**src/rtl/serial_subtractor_ctrl_if.sv**
```systemverilog
// Request/response bundle for serial_subtractor_ctrl.
// With SERSUB_OVF_EN defined, the bundle also carries the signed-overflow flag ovf.
interface serial_subtractor_ctrl_if #(
    parameter int WIDTH = 8
);
    logic             start;
    logic [WIDTH-1:0] a;
    logic [WIDTH-1:0] b;
    logic             busy;
    logic             done;
    logic [WIDTH-1:0] diff;
    logic             borrow;
`ifdef SERSUB_OVF_EN
    logic             ovf;

    modport master (output start, a, b, input busy, done, diff, borrow, ovf);
    modport slave  (input start, a, b, output busy, done, diff, borrow, ovf);
`else
    modport master (output start, a, b, input busy, done, diff, borrow);
    modport slave  (input start, a, b, output busy, done, diff, borrow);
`endif
endinterface

```
**src/rtl/serial_subtractor_ctrl.sv**
```systemverilog
// Bit-serial A-B controller: one bit per cycle, LSB first, through two half subtractors.
// Optional SERSUB_OVF_EN adds a registered signed-overflow flag.
module serial_subtractor_ctrl #(
    parameter int WIDTH = 8
) (
    input  logic                    clk,
    input  logic                    rst_n,
    serial_subtractor_ctrl_if.slave bus
);
    localparam int CNT_W = $clog2(WIDTH);

    typedef enum logic [1:0] {IDLE, RUN, DONE} state_t;

    state_t             state_q, state_d;
    logic [WIDTH-1:0]   a_sh_q, a_sh_d;
    logic [WIDTH-1:0]   b_sh_q, b_sh_d;
    logic [WIDTH-1:0]   res_sh_q, res_sh_d;
    logic [WIDTH-1:0]   diff_q, diff_d;
    logic               bflop_q, bflop_d;
    logic               borrow_q, borrow_d;
    logic [CNT_W-1:0]   cnt_q, cnt_d;

    logic d1, b1, d, b2, bout;
    logic [WIDTH-1:0] res_next;

    // Full-subtractor slice: two half subtractors plus an OR on the borrows.
    always_comb begin
        d1       = a_sh_q[0] ^ b_sh_q[0];
        b1       = ~a_sh_q[0] & b_sh_q[0];
        d        = d1 ^ bflop_q;
        b2       = ~d1 & bflop_q;
        bout     = b1 | b2;
        res_next = {d, res_sh_q[WIDTH-1:1]};
    end

`ifdef SERSUB_OVF_EN
    // Operand MSBs are shifted out during RUN, so they are kept aside at accept.
    logic a_msb_q, a_msb_d;
    logic b_msb_q, b_msb_d;
    logic ovf_q, ovf_d;
`endif

    always_comb begin
        state_d  = state_q;
        a_sh_d   = a_sh_q;
        b_sh_d   = b_sh_q;
        res_sh_d = res_sh_q;
        diff_d   = diff_q;
        bflop_d  = bflop_q;
        borrow_d = borrow_q;
        cnt_d    = cnt_q;
`ifdef SERSUB_OVF_EN
        a_msb_d  = a_msb_q;
        b_msb_d  = b_msb_q;
        ovf_d    = ovf_q;
`endif
        case (state_q)
            IDLE: begin
                if (bus.start) begin
                    a_sh_d  = bus.a;
                    b_sh_d  = bus.b;
                    bflop_d = 1'b0;
                    cnt_d   = '0;
`ifdef SERSUB_OVF_EN
                    a_msb_d = bus.a[WIDTH-1];
                    b_msb_d = bus.b[WIDTH-1];
`endif
                    state_d = RUN;
                end
            end
            RUN: begin
                a_sh_d   = a_sh_q >> 1;
                b_sh_d   = b_sh_q >> 1;
                res_sh_d = res_next;
                bflop_d  = bout;
                cnt_d    = cnt_q + 1'b1;
                if (cnt_q == CNT_W'(WIDTH-1)) begin
                    diff_d   = res_next;
                    borrow_d = bout;
`ifdef SERSUB_OVF_EN
                    ovf_d    = (a_msb_q != b_msb_q) && (d != a_msb_q);
`endif
                    state_d  = DONE;
                end
            end
            DONE:    state_d = IDLE;
            default: state_d = IDLE;
        endcase
    end

    always_ff @(posedge clk or negedge rst_n) begin
        if (!rst_n) begin
            state_q  <= IDLE;
            a_sh_q   <= '0;
            b_sh_q   <= '0;
            res_sh_q <= '0;
            diff_q   <= '0;
            bflop_q  <= 1'b0;
            borrow_q <= 1'b0;
            cnt_q    <= '0;
        end else begin
            state_q  <= state_d;
            a_sh_q   <= a_sh_d;
            b_sh_q   <= b_sh_d;
            res_sh_q <= res_sh_d;
            diff_q   <= diff_d;
            bflop_q  <= bflop_d;
            borrow_q <= borrow_d;
            cnt_q    <= cnt_d;
        end
    end

`ifdef SERSUB_OVF_EN
    always_ff @(posedge clk or negedge rst_n) begin
        if (!rst_n) begin
            a_msb_q <= 1'b0;
            b_msb_q <= 1'b0;
            ovf_q   <= 1'b0;
        end else begin
            a_msb_q <= a_msb_d;
            b_msb_q <= b_msb_d;
            ovf_q   <= ovf_d;
        end
    end

    assign bus.ovf = ovf_q;
`endif

    assign bus.busy   = (state_q != IDLE);
    assign bus.done   = (state_q == DONE);
    assign bus.diff   = diff_q;
    assign bus.borrow = borrow_q;
endmodule

```
**src/flat_wrapper.sv**
```systemverilog
// flat-port wrapper written by rule: the top's interface ports become plain ports
module serial_subtractor_ctrl_flat 
#(
    parameter int WIDTH = 8
)
  (clk, rst_n, bus_start, bus_a, bus_b, bus_busy, bus_done, bus_diff, bus_borrow);
  serial_subtractor_ctrl_if #(.WIDTH(WIDTH)) bus_i ();
  input  logic clk;
  input  logic rst_n;
  input wire logic [$bits(bus_i.start)-1:0] bus_start;
  input wire logic [$bits(bus_i.a)-1:0] bus_a;
  input wire logic [$bits(bus_i.b)-1:0] bus_b;
  output wire logic [$bits(bus_i.busy)-1:0] bus_busy;
  output wire logic [$bits(bus_i.done)-1:0] bus_done;
  output wire logic [$bits(bus_i.diff)-1:0] bus_diff;
  output wire logic [$bits(bus_i.borrow)-1:0] bus_borrow;
  assign bus_i.start = bus_start;
  assign bus_i.a = bus_a;
  assign bus_i.b = bus_b;
  assign bus_busy = bus_i.busy;
  assign bus_done = bus_i.done;
  assign bus_diff = bus_i.diff;
  assign bus_borrow = bus_i.borrow;
  serial_subtractor_ctrl #(.WIDTH(WIDTH)) u_core (.clk(clk), .rst_n(rst_n), .bus(bus_i));
endmodule
```
**config.mk**
```make
export PLATFORM = sky130hd
export DESIGN_NAME = serial_subtractor_ctrl_flat
export DESIGN_NICKNAME = d
export VERILOG_FILES = /design/src/rtl/serial_subtractor_ctrl_if.sv /design/src/rtl/serial_subtractor_ctrl.sv /design/src/flat_wrapper.sv
export SDC_FILE = /design/constraint.sdc
export NUM_CORES = 1
export LEC_CHECK = 0
export ABC_AREA = 1
export ABC_CLOCK_PERIOD_IN_PS = 1600
export CAP_MARGIN = 20
export CORE_UTILIZATION = 35
export DETAILED_ROUTE_END_ITERATION = 7
export MAX_ROUTING_LAYER = met4
export PLACE_DENSITY = 0.66
export SYNTH_ARGS = -nofsm -noshare
export SYNTH_HDL_FRONTEND = slang
export SYNTH_SLANG_ARGS = --single-unit
```
**constraint.sdc**
```tcl
create_clock -name clk -period 1.6 [get_ports clk]
set_input_delay 0.32 -clock clk [delete_from_list [all_inputs] [get_ports clk]]
set_output_delay 0.32 -clock clk [all_outputs]
set_load 0.02 [all_outputs]
```
# --- After elaboration in Yosys (flattened, before gate mapping) ---
# Index checks and enable logic that the tools add are counted.
totals:
  ff_bits: 39
  out_inout_bits: 11
classes:
  muxes: 11
  reduce_logical: 6
  bitwise: 7
  add_sub_neg: 1
  n_eq_ne: 5
ops:
  columns: ["operator", "count"]
  rows:
  - ["$pmux W8 S2", 2]
  - ["$mux W8", 2]
  - ["$pmux W3 S2", 1]
  - ["$reduce_and A2 Y1", 3]
  - ["$mux W2", 2]
  - ["$pmux W2 S2", 1]
  - ["$reduce_bool A2 Y1", 2]
  - ["$add A3 B1 Y3 const B", 1]
  - ["$eq A3 B3 Y1 const B", 1]
  - ["$mux W3", 1]
  - ["$and A1 B1 Y1", 2]
  - ["$eq A2 B1 Y1 const B", 1]
  - ["$eq A2 B2 Y1 const B", 1]
  - ["$logic_not A2 Y1", 1]
  - ["$ne A2 B1 Y1 const B", 1]
  - ["$ne A2 B2 Y1 const B", 1]
  - ["$not A1 Y1", 2]
  - ["$pmux W1 S2", 1]
  - ["$xor A1 B1 Y1", 2]
  - ["$mux W1", 1]
  - ["$or A1 B1 Y1", 1]

# --- Longest topological paths before layout ---
# Gate-level depths: netlist of the first run.
depth:
  word_depth: 5
  ltp_mapped: 7

# --- Least setup slack after synthesis of the first run ---
# No wires, ideal clock.
synth_timing:
  path_kind: "reg2out"
  start: "register u_core.state_q[0]"
  end: "output port bus_done"
  slack_ns: 0.273
  arrival_ns: 1.007
  required_time_ns: 1.280
  stages_incl_launch_ff: 4
  cell_sequence: "dfrtp_1 buf_6 clkbuf_1 nor2_1"
synth_between:
  elab_chain_cells: 1
synth_lines:
  columns: ["element", "line_no", "text"]
  rows:
  - ["from (decl)", "serial_subtractor_ctrl.sv:14", "state_t state_q, state_d;"]
  - ["from (signal assigned)", "serial_subtractor_ctrl.sv:102", "state_q <= state_d;"]
  - ["$eq A2 B2 Y1", "serial_subtractor_ctrl.sv:130", "assign bus.done = (state_q == DONE);"]
  - ["to (decl)", "flat_wrapper.sv:14", "output wire logic [$bits(bus_i.done)-1:0] bus_done;"]
# No other way between the ends.

# --- Worst setup path after layout of the first run ---
layout_timing:
  start: "register u_core.borrow_q (netlist: u_core.bus.borrow)"
  end: "output port bus_borrow"
layout_rtl:
  columns: ["element", "line_no", "text"]
  rows:
  - ["from (decl)", "serial_subtractor_ctrl.sv:20", "logic borrow_q, borrow_d;"]
  - ["from (signal assigned)", "serial_subtractor_ctrl.sv:108", "borrow_q <= borrow_d;"]
  - ["to (decl)", "flat_wrapper.sv:16", "output wire logic [$bits(bus_i.borrow)-1:0] bus_borrow;"]
# No word-level cell between the ends.

==> impl_results.md, run 1 <==
* Total detailed-routing wirelength at 3340 µm
* Sum Neg Setup Slack at 0 ns
* Required time reported for the critical path endpoint at 1.28 ns
* TritonCTS clock tree: built
* Setup Slack @ Placement at 0.170 ns
* Residual overflow from global routing at 0
* Y dimension of the die at 75.0 µm
* Upper clock frequency limit at approximately 640 MHz
* Maximum resistive drop on vdd at between 0.4 and 0.5 mV
* First-pass GRT wire length at about 5700 µm
* Synthesized flop and latch total at 38
* Final Hold Fails at 0
* Detailed Route Iter0 Violations at 58
* Final Critical Period at 1.55 ns
* Critical Setup Path Class: reg2out
* Register cell area after layout at between 900 and 1000 µm²
* Maximum clock insertion buffer count at 2
* Crit-path slowest cell: clkdlybuf4s50_1
* Setup crit start kind: flip-flop
* DRC viols at 0
* Slowest stage delay, CP at 0.60 ns
* H-tree Lvls at 2
* Maximum number of pins on one net before global-route repair at 39
* Skew final at 0.00736 ns
* Antenna-violating nets left at 0
* Pwr Total at 4.24 mW
* Min setup slack post-route at about 0.05 ns
* Total area of multi-input combinational cells at about 690 µm²
* Avg Vias per Cell at 4.26
* Post-layout instance count excluding filler cells at about 320
* Reg clk slew, reported paths at 0.07 ns
* Total CTS buffers at 5
* Via count at between 1k and 1.5k
* Starting Density at between 30% and 40%
* Average wire per cell in the routed design at 10.3 µm
* Via count of the first global-routing pass at between 1k and 1.5k
* Gate count after technology mapping at between 200 and 250
* Inst Count DP at 316
* Die width at 75.0 µm
* HPWL after DPL at 2350 µm
* Worst slew slack as a fraction of its limit at 68.7%
* Antenna violations before repair at 0
* RSZ-0062 raised after global routing: no
* Gp weighted congestion at between 0.7 and 0.8
* Maximum capacitance violations at 0
* Layout overhead on the synthesized area at 25.6%
* Syn Std Cell Area at 1870 µm²
* Master cell of the clock root buffer: clkbuf_8
* Element type at the critical path end: primary output
* Filler Cells Inserted at about 520
* Slew @ Worst Pin at 0.469 ns
* First drt pass iteration count at 4
* Worst path cell trace: clkdlybuf4s50_1
* Share of the yosys chip area belonging to registers at 50.9%
* Clock latency at the later pin of the worst-skew pair at 0.29 ns
* Total setup violations reported at the end of the flow at 0
* Fin. max-slew vios at 0
* I/O pin total at 30
* Final core utilization at ~46%
* Syn Nets at 239
* Number of distinct library cell variants in the gate-level netlist after synthesis at 19
* Floorplan die area at 5630 µm²
* Nets@finish at around 280
* Synthesized area per cell at 8.60 µm²
* Syn. warnings at 0
* Period utilization at 96.9%
* Standard-cell row count at 26
* CTS sink cnt at 38
* Gr usage total at 14.3%
* Fraction of layout cells with a size suffix above 1 at 14.6%
* Setup Fix Bufs, Post-CTS at 0
* Antenna diodes at 0
* Cell Pwr Density at 1810 nW/µm²
* Area of the core region at 5110 µm²
* Kind of cell adding the most delay to the critical path: buffers and inverters
* Result of the run: complete, no violations
* Leakage power of the design at 1.31 nW
* Crit path DAT at 1.23 ns
* PortBufs at 29
* Hold Path Class: in2async
* Worst path buffer plus inverter count at 1
* Largest fanout on the critical path at 2
metrics by stage:
stage | hold WS (ns) | area, µm²
after floorplan | 0.0244 | 1870
after global placement | 0.400 | 2240
after detailed placement | 0.394 | 2240
after CTS | 0.0828 | 2330
after global routing | 0.112 | 2340
final | 0.0609 | 2340
what timing repair did:
action | in CTS | in global routing
hold buffers | 0 | 0
gates resized for setup | 2 | 6
gates cloned | 0 | 0
setup endpoints to repair | 2 | 6
cells in the final DEF, fill, tap and decap left out, drive strengths merged, types with 3 or more instances in the layout:
| cell type | netlist | layout |
|---|---|---|
| nand3 | 14 | 14 |
| inv | 39 | 39 |
| nand2 | 92 | 92 |
| o21ai | 18 | 18 |
| dfrtp | 38 | 38 |
| nor2 | 3 | 3 |
| dlymetal6s2s | 0 | 6 |
| buf | 7 | 8 |
| clkbuf | 1 | 8 |
| clkdlybuf4s50 | 0 | 20 |
cells in the mapped netlist:
cell type  instances  area [µm²]
inv_1             37         139
dfrtp_1           38         951
nand2_8            1        20.0
buf_6              4        45.0
nand3_1            9        45.0
a21oi_4            1        16.3
clkbuf_1           1        3.75
nand2_1           88         330
nand2_4            3        33.8
nand3_2            5        50.1
nor2_8             1        20.0
ha_1               2        25.0
buf_4              3        22.5
o21ai_0           10        50.1
a21oi_1            1        5.00
inv_4              2        12.5
fa_1               1        20.0
nor2_1             2        7.51
o21ai_2            8        70.1
power breakdown:
group / switching [mW] / internal [mW] / leakage, nW
Sequential: 0.240 / 1.40 / 0.474
Clock: 0.329 / 0.348 / 0.0482
Combinational: 1.13 / 0.801 / 0.790
Total: 1.69 / 2.54 / 1.31
kinds of logic (layout without fill, tap and decap cells):
kind of cell / after synthesis / after routing / synth area share [%]
adders and majority gates: 3 / 3 / 2.41
AOI/OAI and AO/OA: 20 / 20 / 7.57
buffers and inverters: 47 / 84 / 11.9
and+or+nand+nor: 109 / 109 / 27.1
DFF: 38 / 38 / 50.9
layout make-up:
class | instances | share of cell area (%)
clock buffers | 7 | 3.68
clock inverters | 1 | 0.213
inverters | 39 | 6.46
multi-input cells | 132 | 29.6
flip-flops and latches | 38 | 40.6
well taps | 70 | 3.74
repair buffers | 37 | 15.8
state kept, by name, indices dropped and copies added, names as in the netlist:
signal             flops
u_core.res_sh_q        7
u_core.bus.borrow      1
u_core.bus.diff        8
u_core.cnt_q           3
u_core.state_q         2
u_core.b_sh_q          8
u_core.bflop_q         1
u_core.a_sh_q          8
final timing paths:
| check | startpoint | slack [ns] | end | cells after the start |
|---|---|---|---|---|
| max | u_core.bus.borrow | 0.05 | bus_borrow | 1 |
| min | rst_n | 0.06 | u_core.res_sh_q[3] | 2 |
| max reg2reg | u_core.cnt_q[0] | 0.23 | u_core.bus.borrow | 6 |
| min reg2reg | u_core.bus.diff[5] | 0.48 | u_core.bus.diff[5] | 2 |
| max in group asynchronous | rst_n | 1.21 | u_core.b_sh_q[1] | 2 |
| min in group clk | u_core.bus.diff[5] | 0.48 | u_core.bus.diff[5] | 2 |
metal layers:
| layer | vias up | routed length [µm] | GRT usage (%) |
|---|---|---|---|
| met2 | 20 | 1590 | 22.0 |
| met5 | - | 0 | - |
| li1 | 722 | - | - |
| met3 | 5 | 120 | 4.82 |
| met1 | 634 | 1580 | 17.3 |
| met4 | 0 | 55 | 5.66 |
(Power assumes the default switching activity.)
==> run 2: changes to the inputs <==
Settings changed: ABC_CLOCK_PERIOD_IN_PS 1600 to 2000, CORE_MARGIN from default to 5, CTS_BUF_LIST from default to sky130_fd_sc_hd__clkbuf_16.
Clock period 1.6 ns to 2 ns, I/O delays scaled along.
==> run 2 against run 1 <==
Against the previous run:
- sequential cell count unchanged
- sequential power is 20% lower
- worst setup slack better by 0.053 ns
- clock power grew 30%
- via count fell by 2.1%
- routed wire length up 5.4%
- die area is 22% higher
- combinational power is 22% lower
- cell count decreased by 1.2%
- critical path type unchanged
- highest routed layer unchanged
==> impl_results.md, run 2 (synthesized netlist as in run 1, its figures left out) <==
* Setup slack on the worst flop-to-flop path at 0.58 ns (+0.35 ns)
* Detailed Route Iter0 Violations at 66 (+14%)
* Maximum clock insertion buffer count at 2 (unchanged)
* HPWL after DPL at 2390 µm (+1.7%)
* Result of the run: complete, no violations
* Period utilization at 94.9%
* Leading cell types in the layout, fill and taps excluded: nand2_1, inv_1, dfrtp_1, clkdlybuf4s50_1, o21ai_0
* Nets@finish at 271 (-1.5%)
* Area of the core region at 5140 µm² (+0.64%)
* Crit path DAT at 1.50 ns (+0.27 ns)
* Average wire per cell in the routed design at 11.0 µm (+6.7%)
* Fin. max-slew vios at 0 (unchanged)
* Total setup violations reported at the end of the flow at 0 (unchanged)
* Slew @ Worst Pin at 0.480 ns (+0.0107 ns)
* Die width at 83.0 µm (+11%)
* Required time reported for the critical path endpoint at 1.60 ns (+0.32 ns)
* CTS sink cnt at 38 (unchanged)
* Filler Cells Inserted at 528 (+1.7%)
* Layout overhead on the synthesized area at 26.7%
* Starting Density at 36.3% (-0.23 points)
* Total detailed-routing wirelength at 3520 µm (+5.4%)
* Slowest stage delay, CP at 0.61 ns (about the same)
* Cts repair resizes at 0 (-2)
* First-pass GRT wire length at 6350 µm (+12%)
* Final standard cell area without fillers at 2360 µm² (+0.85%)
* Total CTS buffers at 5 (unchanged)
* CP Capture Point: bus_done
* Standard-cell row count at 26 (unchanged)
* Worst path cell trace: inv_4, nor2_1, clkdlybuf4s50_1
* Skew final at 0.00470 ns (-0.00266 ns)
* Post-CTS Hold Buffers at 0 (unchanged)
* Final Hold Fails at 0 (unchanged)
* Setup Slack @ Placement at 0.313 ns (+0.142 ns)
* I/O pin total at 30 (unchanged)
* Maximum resistive drop on vdd at 0.822 mV (+67%)
* Crit-path slowest cell: clkdlybuf4s50_1
* Maximum capacitance violations at 0 (unchanged)
* Avg Vias per Cell at 4.23 (-0.88%)
* Area after detailed placement at 2200 µm² (-1.9%)
* Final core utilization at 46.0% (+0.099 points)
* Largest fanout on the critical path at 5 (+3)
* R2R depth at 6 (unchanged)
* Setup Fix Bufs, Post-CTS at 0 (unchanged)
* Via count of the first global-routing pass at 1,397 (+8.5%)
* Final Critical Period at 1.90 ns
* Clock latency at the later pin of the worst-skew pair at 0.28 ns (about the same)
* Most common cell after layout, fill and taps aside: nand2_1
* Min setup slack post-route at 0.102 ns (+0.0525 ns)
* Antenna diodes at 0 (unchanged)
* Hold Path Class: in2async
* Floorplan die area at 6890 µm² (+22%)
* Critical Setup Path Class: reg2out
* Via count at 1,352 (-2.1%)
* H-tree Lvls at 2 (unchanged)
* Pwr Total at 3.70 mW (-13%)
* Worst reg2reg path startpoint: u_core.cnt_q[0]
* Worst slew slack as a fraction of its limit at 68.0% (-0.71 points)
* Master cell of the clock root buffer: clkbuf_16
* Sum Neg Setup Slack at 0 ns (unchanged)
* Upper clock frequency limit at between 500 and 600 MHz
* Reg2reg end: u_core.bus.diff[1]
* PortBufs at 29 (unchanged)
* Setup crit start kind: flip-flop
* TritonCTS clock tree: built
* Antenna-violating nets left at 0 (unchanged)
* Gp weighted congestion at 0.720 (-0.28%)
* Residual overflow from global routing at 0 (unchanged)
* RSZ-0062 raised after global routing: no
* Beginning of the critical path: u_core.state_q[1]
* Reg clk slew, reported paths at 0.05 ns (-0.02 ns)
* Maximum number of pins on one net before global-route repair at 39 (unchanged)
* First drt pass iteration count at 4 (unchanged)
* Element type at the critical path end: primary output
* Leakage power of the design at 1.23 nW (-6.1%)
* Gr usage total at 11.6% (-2.7 points)
* Cell Pwr Density at 1560 nW/µm² (-14%)
* Antenna violations before repair at 0 (unchanged)
* DRC viols at 0 (unchanged)
* Y dimension of the die at 83.0 µm (+11%)
* Fraction of layout cells with a size suffix above 1 at 14.0% (-0.57 points)
[run 2: changes by cell type in the layout (fill, tap and decap cells not counted), moves of 2 or more]
| cell | change |
|---|---|
| buf_4 | -3 |
| clkbuf_16 | +5 |
| clkbuf_8 | -6 |
| clkdlybuf4s50_1 | +8 |
| dlygate4sd2_1 | -2 |
| dlymetal6s2s_1 | -6 |
[run 2: layout make-up]
class / count / area (µm²) / share of cell area (%)
clock inverters: 3 / 40.0 / 1.69
clock buffers: 5 / 125 / 5.29
repair buffers: 33 / 315 / 13.3
well taps: 70 / 87.6 / 3.70
inverters: 39 / 151 / 6.40
multi-input cells: 132 / 693 / 29.3
flip-flops and latches: 38 / 952 / 40.3
[run 2: metrics by stage]
stage / instances / hold WS, ns
after floorplan: 217 / 0.104
after global placement: 312 / 0.458
after detailed placement: 312 / 0.465
after CTS: 320 / 0.179
after global routing: 320 / 0.226
final: 320 / 0.166
[run 2: where the power goes]
group | switching, mW | internal [mW] | total, mW | leakage (nW)
combinational | 0.882 | 0.617 | 1.50 | 0.677
sequential | 0.196 | 1.12 | 1.32 | 0.472
clock | 0.299 | 0.583 | 0.882 | 0.0836
total | 1.38 | 2.32 | 3.70 | 1.23
[run 2: layer usage]
layer | share of wire [%] | vias to the layer above | GRT usage (%)
met2 | 45 | 27 | 16.8
li1 | - | 710 | -
met3 | 3.5 | 2 | 3.56
met4 | 0.91 | 0 | 4.46
met5 | 0 | - | -
met1 | 50 | 613 | 15.1
[run 2: worst min path at each step]
stage,start,endpoint
finish,rst_n,u_core.bus.borrow
global route,rst_n,u_core.state_q[0]
CTS,rst_n,u_core.state_q[0]
detailed placement,u_core.a_sh_q[3],u_core.a_sh_q[3]
global placement,u_core.cnt_q[1],u_core.cnt_q[1]
floorplan,rst_n,u_core.a_sh_q[0]
[run 2: critical path, delay by kind of cell, from the launching register on]
family | cells | cell delay, ns
buffers and inverters | 2 | 0.70
AND/OR/NAND/NOR | 1 | 0.09
flip-flops | 1 | 0.43
==> run 3: changes to the inputs <==
Settings changed: ABC_CLOCK_PERIOD_IN_PS 2000 to default.
Clock period 2 ns to 1.75 ns, I/O delays scaled along.
==> run 3 against run 2 <==
Against the previous run:
- clock power increased by 30%
- sequential power increased by 14%
- critical path depth decreased by 2
- combinational power increased by 15%
- hold slack got worse by 0.14 ns
- via count decreased by 0.59%
- worst setup slack improved by 0.039 ns
- cell count increased by 0.63%
- largest cell class unchanged
==> impl_results.md, run 3 (synthesized netlist as in run 1, its figures left out) <==
* Filler Cells Inserted at 518 (-1.9%)
* Inst Count DP at 314 (+0.64%)
* Cell Pwr Density at 1820 nW/µm² (+16%)
* Via count of the first global-routing pass at 1,428 (+2.2%)
* Clock latency at the later pin of the worst-skew pair at 0.28 ns (about the same)
* Result of the run: complete, no violations
* Gr usage total at 12.4% (+0.77 points)
* PortBufs at 29 (unchanged)
* HPWL after DPL at 2530 µm (+6.0%)
* Die width at 83.0 µm (unchanged)
* Residual overflow from global routing at 0 (unchanged)
* Antenna diodes at 0 (unchanged)
* Crit-path slowest cell: clkdlybuf4s50_1
* Maximum clock insertion buffer count at 2 (unchanged)
* Y dimension of the die at 83.0 µm (unchanged)
* Antenna violations before repair at 0 (unchanged)
* Worst path cell trace: clkdlybuf4s50_1
* TritonCTS clock tree: built
* Total area of multi-input combinational cells at 693 µm² (unchanged)
* Via count at 1,344 (-0.59%)
* Fraction of layout cells with a size suffix above 1 at 14.3% (+0.29 points)
* Slew @ Worst Pin at 0.486 ns (+0.00673 ns)
* Detailed Route Iter0 Violations at 72 (+9.1%)
* Standard-cell row count at 26 (unchanged)
* Layout overhead on the synthesized area at 29.3%
* Gp weighted congestion at 0.700 (-2.7%)
* Reg2reg end: u_core.bus.diff[7]
* Worst path buffer plus inverter count at 1 (-1)
* DRC viols at 0 (unchanged)
* Leading cell types in the layout, fill and taps excluded: nand2_1, inv_1, dfrtp_1, clkdlybuf4s50_1, o21ai_0
* Register cell area after layout at 952 µm² (unchanged)
* Total detailed-routing wirelength at 3610 µm (+2.5%)
* Antenna-violating nets left at 0 (unchanged)
* Hold Path Class: in2async
* Area of the core region at 5140 µm² (unchanged)
* Fin. max-slew vios at 0 (unchanged)
* Period utilization at 92.0%
* Setup slack on the worst flop-to-flop path at 0.32 ns (-0.26 ns)
* Total setup violations reported at the end of the flow at 0 (unchanged)
* Setup crit start kind: flip-flop
* Floorplan die area at 6890 µm² (unchanged)
* Final Critical Period at 1.61 ns
* Final Hold Fails at 0 (unchanged)
* Reg clk slew, reported paths at 0.06 ns (about the same)
* R2R depth at 6 (unchanged)
* Skew final at 0.00467 ns (-0.0000281 ns)
* Nets@finish at 273 (+0.74%)
* Master cell of the clock root buffer: clkbuf_16
* Starting Density at 36.3% (unchanged)
* Critical Setup Path Class: reg2out
* Avg Vias per Cell at 4.17 (-1.2%)
* Average wire per cell in the routed design at 11.2 µm (+1.9%)
* Upper clock frequency limit at 621 MHz
* Most common cell after layout, fill and taps aside: nand2_1
* First drt pass iteration count at 4 (unchanged)
* First-pass GRT wire length at 6760 µm (+6.4%)
* H-tree Lvls at 2 (unchanged)
* I/O pin total at 30 (unchanged)
* Worst slew slack as a fraction of its limit at 67.6% (-0.45 points)
* Post-layout instance count excluding filler cells at 322 (+0.63%)
* CTS sink cnt at 38 (unchanged)
* Worst reg2reg path startpoint: u_core.cnt_q[0]
* Maximum capacitance violations at 0 (unchanged)
* Kind of cell adding the most delay to the critical path: buffers and inverters
* Slowest stage delay, CP at 0.62 ns (about the same)
* Leakage power of the design at 1.26 nW (+2.1%)
* Sum Neg Setup Slack at 0 ns (unchanged)
* Element type at the critical path end: primary output
* Maximum number of pins on one net before global-route repair at 27 (-31%)
* Largest fanout on the critical path at 2 (-3)
* Final core utilization at 47.0% (+0.95 points)
* RSZ-0062 raised after global routing: no
* Crit path DAT at 1.26 ns (-0.24 ns)
* Maximum resistive drop on vdd at 0.757 mV (-7.9%)
* Required time reported for the critical path endpoint at 1.40 ns (-0.20 ns)
* Total CTS buffers at 5 (unchanged)
run 3: cell types whose count changed in the layout (fill, tap and decap cells not counted), sizes merged:
cell / before / now
bufinv: 1 / 2
dlygate4sd2: 0 / 2
clkinv: 2 / 1
clkdlybuf4s50: 28 / 26
buf: 5 / 7
run 3: report_power, final:
part / switching [mW] / total, mW / internal [mW]
Combinational: 1.02 / 1.73 / 0.717
Sequential: 0.222 / 1.50 / 1.28
Clock: 0.339 / 1.15 / 0.811
run 3: area by class of cell:
type	instances	area share, %
repair buffers	35	14.1
inverters	39	6.27
well taps	70	3.63
clock inverters	3	2.64
clock buffers	5	5.18
multi-input cells	132	28.7
flip-flops and latches	38	39.5
run 3: worst max path at each step:
stage	start	end	slack, ns	cells past startpoint
global route	u_core.bus.diff[2]	bus_diff[2]	0.11	1
CTS	u_core.bus.diff[7]	bus_diff[7]	0.13	1
global placement	u_core.state_q[1]	bus_done	0.20	3
floorplan	u_core.state_q[0]	bus_done	0.39	3
finish	u_core.bus.diff[7]	bus_diff[7]	0.14	1
detailed placement	u_core.state_q[1]	bus_done	0.14	3
run 3: timing repair:
item / in CTS / in global routing
buffers inserted: 0 / 0
endpoints found under the hold margin: 0 / 0
hold buffers: 0 / 0
resized for setup: 3 / 0
endpoints found under the setup margin: 2 / 0
run 3: layer usage:
metal / share of wire (%) / up-vias / GRT usage, %
li1: - / 714 / -
met1: 49 / 598 / 15.9
met2: 45 / 26 / 18.4
met3: 4.1 / 6 / 4.06
met4: 1.7 / 0 / 4.01
met5: 0 / - / -
run 3: through the flow:
step,hold WS (ns),setup slack (ns),total power [mW],instance area [µm²]
after floorplan,0.0544,0.393,2.80,1870
after global placement,0.338,0.201,3.25,2230
after detailed placement,0.345,0.141,3.28,2230
after CTS,0.0379,0.129,4.47,2410
after global routing,0.0600,0.105,4.78,2410
final,0.0282,0.140,4.38,2410
==> variant 1 (flow settings as in run 3) <==
The 3 states of `state_t` get a one-hot encoding in 3 bits.
--- a/src/rtl/serial_subtractor_ctrl.sv
+++ b/src/rtl/serial_subtractor_ctrl.sv
@@ -10,5 +10,5 @@
     localparam int CNT_W = $clog2(WIDTH);
 
-    typedef enum logic [1:0] {IDLE, RUN, DONE} state_t;
+    typedef enum logic [2:0] {IDLE = 3'b001, RUN = 3'b010, DONE = 3'b100} state_t;
 
     state_t             state_q, state_d;
Formal check against the unedited RTL: same outputs for any inputs over 10 cycles, from zero or initial values and one cycle with rst_n low; not proved beyond that.
==> variant 1 against run 3 <==
Worst setup slack better by 0.027 ns. Sequential share of layout area is 1.7 points higher. Sequential cell count is 1 higher. Clock skew is 0.0018 ns lower. Area after synthesis is 2.7% lower. Critical path depth is 1 higher. Global-route usage is 1.0 points higher. Register-to-register slack worse by 0.09 ns. Final area is 1.5% lower. Maximum frequency is 1.7% higher. Wire length is 5.2% higher. Synthesized cell count is 0.46% higher. Total power is 19% lower. Critical endpoint is now bus_done.
==> variant 1: results (changes against run 3) <==
Pleak - 1.21 nW (-3.7%)
Clk buf depth - 2 (unchanged)
DRT iter0 DRCs - 82 (+14%)
Overall routing resource usage - 0.134 (+0.0103)
Measured slew at the worst slew-check pin - 0.444 ns (-0.0424 ns)
Largest net degree at the start of global routing - 23 (-15%)
Clock latency on the worst-skew pair - 0.27 ns
Worst-path clk slew - 0.06 ns (about the same)
Period Utilization, post-route - 0.904 (-0.0157)
Synthesized Nets - 240 (+0.42%)
Vias in the first global route - 1462 (+2.4%)
Status - completed
Root Driver - clkbuf_16
Netlist cell types - 22 (+3)
Synth top cells by count - nand2_1 (94), dfrtp_1 (38), nand3_1 (21), nand4_1 (14), o21ai_1 (13)
Final setup skew - 0.00288 ns (-0.00180 ns)
Routability cong. - 0.760 (+8.6%)
Worst vdd ir - 0.654 mV (-14%)
Detail Placement HPWL - 2640 um (+4.2%)
Vias per std cell - 4.72 (+13%)
Layout Nets - 274 (+0.37%)
Hold Path Class - input pin to async pin
First-pass GRT wire length - 6690 um (-1.1%)
CP max FO - 3 (+1)
Initial antenna violation count - 0 (unchanged)
Max incr delay on CP - 0.39 ns (-0.23 ns)
CP max stage cell - dfrtp_1
Share of post-route cells with drive strength above 1 - 0.107 (-0.0361)
Sequential element share of the synthesized area - 0.538 (+0.0289)
TritonCTS Buffers - 5 (unchanged)
Synth top area cells - dfrtp_1 (52%), nand2_1 (19%), nand3_1 (5.8%), nand4_1 (4.8%), o21ai_1 (3.6%)
DR WL/cell - 11.7 um (+4.8%)
CP Data Arrival Time - 1.23 ns (-0.03 ns)
-- variant 1: through the flow --
stage	worst slack [ns]	instances	hold WS, ns	cell area [um^2]	utilization
final	0.168	323	0.0128	2380	0.468
after global routing	0.113	323	0.0534	2380	0.468
after CTS	0.139	323	0.0261	2380	0.468
after detailed placement	0.149	315	0.323	2220	0.437
after global placement	0.216	315	0.315	2220	0.437
after floorplan	0.223	218	0.0544	1820	-
-- variant 1: path summary, 6_finish.rpt --
kind | startpoint | end | slack (ns) | cells after the start
max in group asynchronous | rst_n | u_core.b_sh_q[3] | 1.27 | 2
worst max-delay path | u_core.state_q[1] | bus_done | 0.17 | 2
worst max register to register | u_core.state_q[2] | u_core.cnt_q[0] | 0.23 | 6
min in group clk | u_core.res_sh_q[1] | u_core.bus.diff[0] | 0.47 | 2
worst min-delay path | rst_n | u_core.bus.diff[4] | 0.01 | 1
worst min register to register | u_core.res_sh_q[1] | u_core.bus.diff[0] | 0.47 | 2
-- variant 1: timing repair --
item,CTS,global route
resized for setup,2,0
endpoints found under the setup margin,2,0
endpoints found under the hold margin,0,0
-- variant 1: cell type report --
type	instances	area [um^2]
fillers	514	2700
flip-flops and latches	39	977
clock buffers	5	125
clock inverters	3	38.8
multi-input cells	154	729
well taps	70	87.6
inverters	13	48.8
repair buffers	39	370
-- variant 1: critical path: cells and delay by family (launching register included) --
| kind | cells | cell delay (ns) |
|---|---|---|
| flops | 1 | 0.39 |
| buf+inv | 1 | 0.36 |
| simple gates | 1 | 0.20 |
-- variant 1: cell families after synthesis --
family                     after synthesis  synth area share
AOI/OAI and AO/OA                       16            0.0441
buffers and inverters                   25            0.0600
adders and majority gates                3            0.0248
DFF                                     39             0.538
and+or+nand+nor                        135             0.333
-- variant 1: power breakdown --
group / total (W) / switching (W) / internal [W]
sequential: 0.00138 / 0.000168 / 0.00121
clock: 0.000993 / 0.000329 / 0.000664
combinational: 0.00117 / 0.000739 / 0.000431
total: 0.00354 / 0.00124 / 0.00230
-- variant 1: layer usage --
metal | wire length [um] | part of all wire | GRT usage | vias up
met5 | 0 | 0 | - | -
met4 | 47 | 0.012 | 0.0598 | 0
met3 | 172 | 0.045 | 0.0329 | 4
met2 | 1860 | 0.49 | 0.207 | 28
met1 | 1710 | 0.45 | 0.166 | 718
li1 | - | - | - | 775
==> variant 2 (config.mk and constraints of run 3) <==
Without the edit above. `WIDTH` is set to 8 in 3 places; all go to 16.
--- a/src/rtl/serial_subtractor_ctrl_if.sv
+++ b/src/rtl/serial_subtractor_ctrl_if.sv
@@ -2,5 +2,5 @@
 // With SERSUB_OVF_EN defined, the bundle also carries the signed-overflow flag ovf.
 interface serial_subtractor_ctrl_if #(
-    parameter int WIDTH = 8
+    parameter int WIDTH = 16
 );
     logic             start;
--- a/src/rtl/serial_subtractor_ctrl.sv
+++ b/src/rtl/serial_subtractor_ctrl.sv
@@ -2,5 +2,5 @@
 // Optional SERSUB_OVF_EN adds a registered signed-overflow flag.
 module serial_subtractor_ctrl #(
-    parameter int WIDTH = 8
+    parameter int WIDTH = 16
 ) (
     input  logic                    clk,
--- a/src/flat_wrapper.sv
+++ b/src/flat_wrapper.sv
@@ -2,5 +2,5 @@
 module serial_subtractor_ctrl_flat 
 #(
-    parameter int WIDTH = 8
+    parameter int WIDTH = 16
 )
   (clk, rst_n, bus_start, bus_a, bus_b, bus_busy, bus_done, bus_diff, bus_borrow);
Interface: changed (resized bus_a, bus_b and bus_diff); port bits go from 30 to 54. The function was not compared with the original's and may differ.
==> variant 2 against run 3 <==
Final area up 68%. Sequential cell count up 33. Via count up 86%. Total power up 52%. Highest routed layer unchanged. Maximum frequency down 3.8%. Worst hold slack better by 0.45 ns. Worst setup slack worse by 0.063 ns. Combinational power up 29%. Clock skew about the same. Wire length up 87%. Area after synthesis up 65%.
==> variant 2: results (changes against run 3) <==
Status - completed
Worst vdd ir - 0.736 mV (-2.8%)
Synth Area in Compound Gates - 0.0572 (-0.0186)
TritonCTS Buffers - 9 (+4)
Final setup skew - 0.00505 ns (+0.000378 ns)
Root Driver - clkbuf_16
Fill count - 886 (+71%)
Met1 Resource Use GR - 0.182 (+0.0230)
Top Layer Used - met4
Hold Path Class - flip-flop to flip-flop
Met2 wire len - 3140 um (+92%)
Initial antenna violation count - 0 (unchanged)
Largest net degree at the start of global routing - 41 (+52%)
GR Util met2 - 0.204 (+0.0208)
Clock latency on the worst-skew pair - 0.32 ns (+0.04 ns)
Worst-path clk slew - 0.05 ns
Pre-CTS WS - 0.139 ns (-0.00139 ns)
Synth top cells by count - nand3_1 (97), nand2_1 (87), dfrtp_1 (71), o21ai_0 (33), buf_2 (15)
Synth warnings - 0 (unchanged)
Max incr delay on CP - 0.37 ns (-0.25 ns)
First-pass GRT wire length - 12000 um (+78%)
DR WL/cell - 13.2 um (+18%)
Sw power - 0.00236 W (+49%)
GR Util met3 - 0.0354 (-0.00521)
Netlist cell types - 22 (+3)
Port Buffers - 53 (+83%)
H-tree Lvls - 3 (+1)
Met3 wire len - 283 um (+93%)
Layer with the highest usage - met2
Vias in the first global route - 2612 (+83%)
Relative slew slack - 0.686 (+0.0103)
CP Data Arrival Time - 1.32 ns (+0.06 ns)
Main synth FF type - dfrtp_1
Sequential element share of the synthesized area - 0.576 (+0.0662)
Period Utilization, post-route - 0.956 (+0.0359)
Adder-cell share of the synthesized area - 0.0105 (-0.0136)
Clk buf depth - 2 (unchanged)
Synth top area cells - dfrtp_1 (58%), nand3_1 (16%), nand2_1 (11%), o21ai_0 (5.4%), buf_2 (2.4%)
Routability cong. - 0.739 (+5.5%)
DRT iter0 DRCs - 187 (+160%)
Pleak - 1.90 nW (+51%)
Post-synthesis area per instance - 8.97 um^2 (+4.3%)
Synthesized Nets - 381 (+59%)
Post-synthesis mux area share - 0 (unchanged)
Detail Placement HPWL - 4480 um (+77%)
Overall routing resource usage - 0.138 (+0.0139)
Layout Nets - 433 (+59%)
CP max FO - 2 (unchanged)
XOR/XNOR Fraction of Synth Area - 0.00284 (+0.00284)
Vias per std cell - 4.91 (+18%)
Post-Route WL - 6730 um (+87%)
Share of post-route cells with drive strength above 1 - 0.0898 (-0.0531)
Post-Route M1 WL - 3220 um (+83%)
Placed Cells - 492 (+57%)
CP max stage cell - dfrtp_1
variant 2: worst paths after layout:
kind	start	to	slack [ns]	depth (start not counted)
worst max-delay path	u_core.state_q[0]	bus_busy	0.08	4
worst min-delay path	u_core.res_sh_q[2]	u_core.bus.diff[1]	0.48	2
worst max register to register	u_core.cnt_q[0]	u_core.bus.diff[8]	0.30	5
worst min register to register	u_core.res_sh_q[2]	u_core.bus.diff[1]	0.48	2
max in group asynchronous	rst_n	u_core.a_sh_q[14]	0.67	3
min in group asynchronous	rst_n	u_core.bus.diff[9]	0.53	2
variant 2: timing repair:
| action | 4_1_cts | 5_1_grt |
|---|---|---|
| setup endpoints to repair | 2 | 1 |
| endpoints found under the hold margin | 10 | 0 |
| hold buffers | 1 | 0 |
| gates resized for setup | 2 | 2 |
| pin swaps | 0 | 0 |
variant 2: layout make-up:
type	count	share of cell area
clock buffer	9	0.0556
multi-input combinational	235	0.281
tap	108	0.0334
sequential	71	0.439
clock inverter	7	0.0158
inverter	14	0.0130
timing repair buffer	65	0.162
variant 2: metrics by stage:
step,instance area [um^2],hold slack (ns)
finish,4050,0.483
global route,4050,0.511
CTS,4040,0.488
detailed placement,3750,0.342
global placement,3750,0.334
floorplan,3090,0.0544
variant 2: cell families (layout without fill, tap and decap cells):
group / Yosys count / in the layout
AND/OR/NAND/NOR: 197 / 197
flip-flops: 71 / 71
buffers and inverters: 38 / 95
AO/OA/AOI/OAI: 35 / 35
adder cells (fa/ha/maj): 2 / 2
XOR/XNOR: 1 / 1
variant 2: power groups by stage:
stage	sequential (W)	clock [W]	combinational, W
floorplan	0.00284	0	0.00129
global placement	0.00270	0	0.00220
detailed placement	0.00272	0	0.00227
CTS	0.00270	0.00179	0.00227
global route	0.00279	0.00185	0.00257
finish	0.00270	0.00175	0.00223
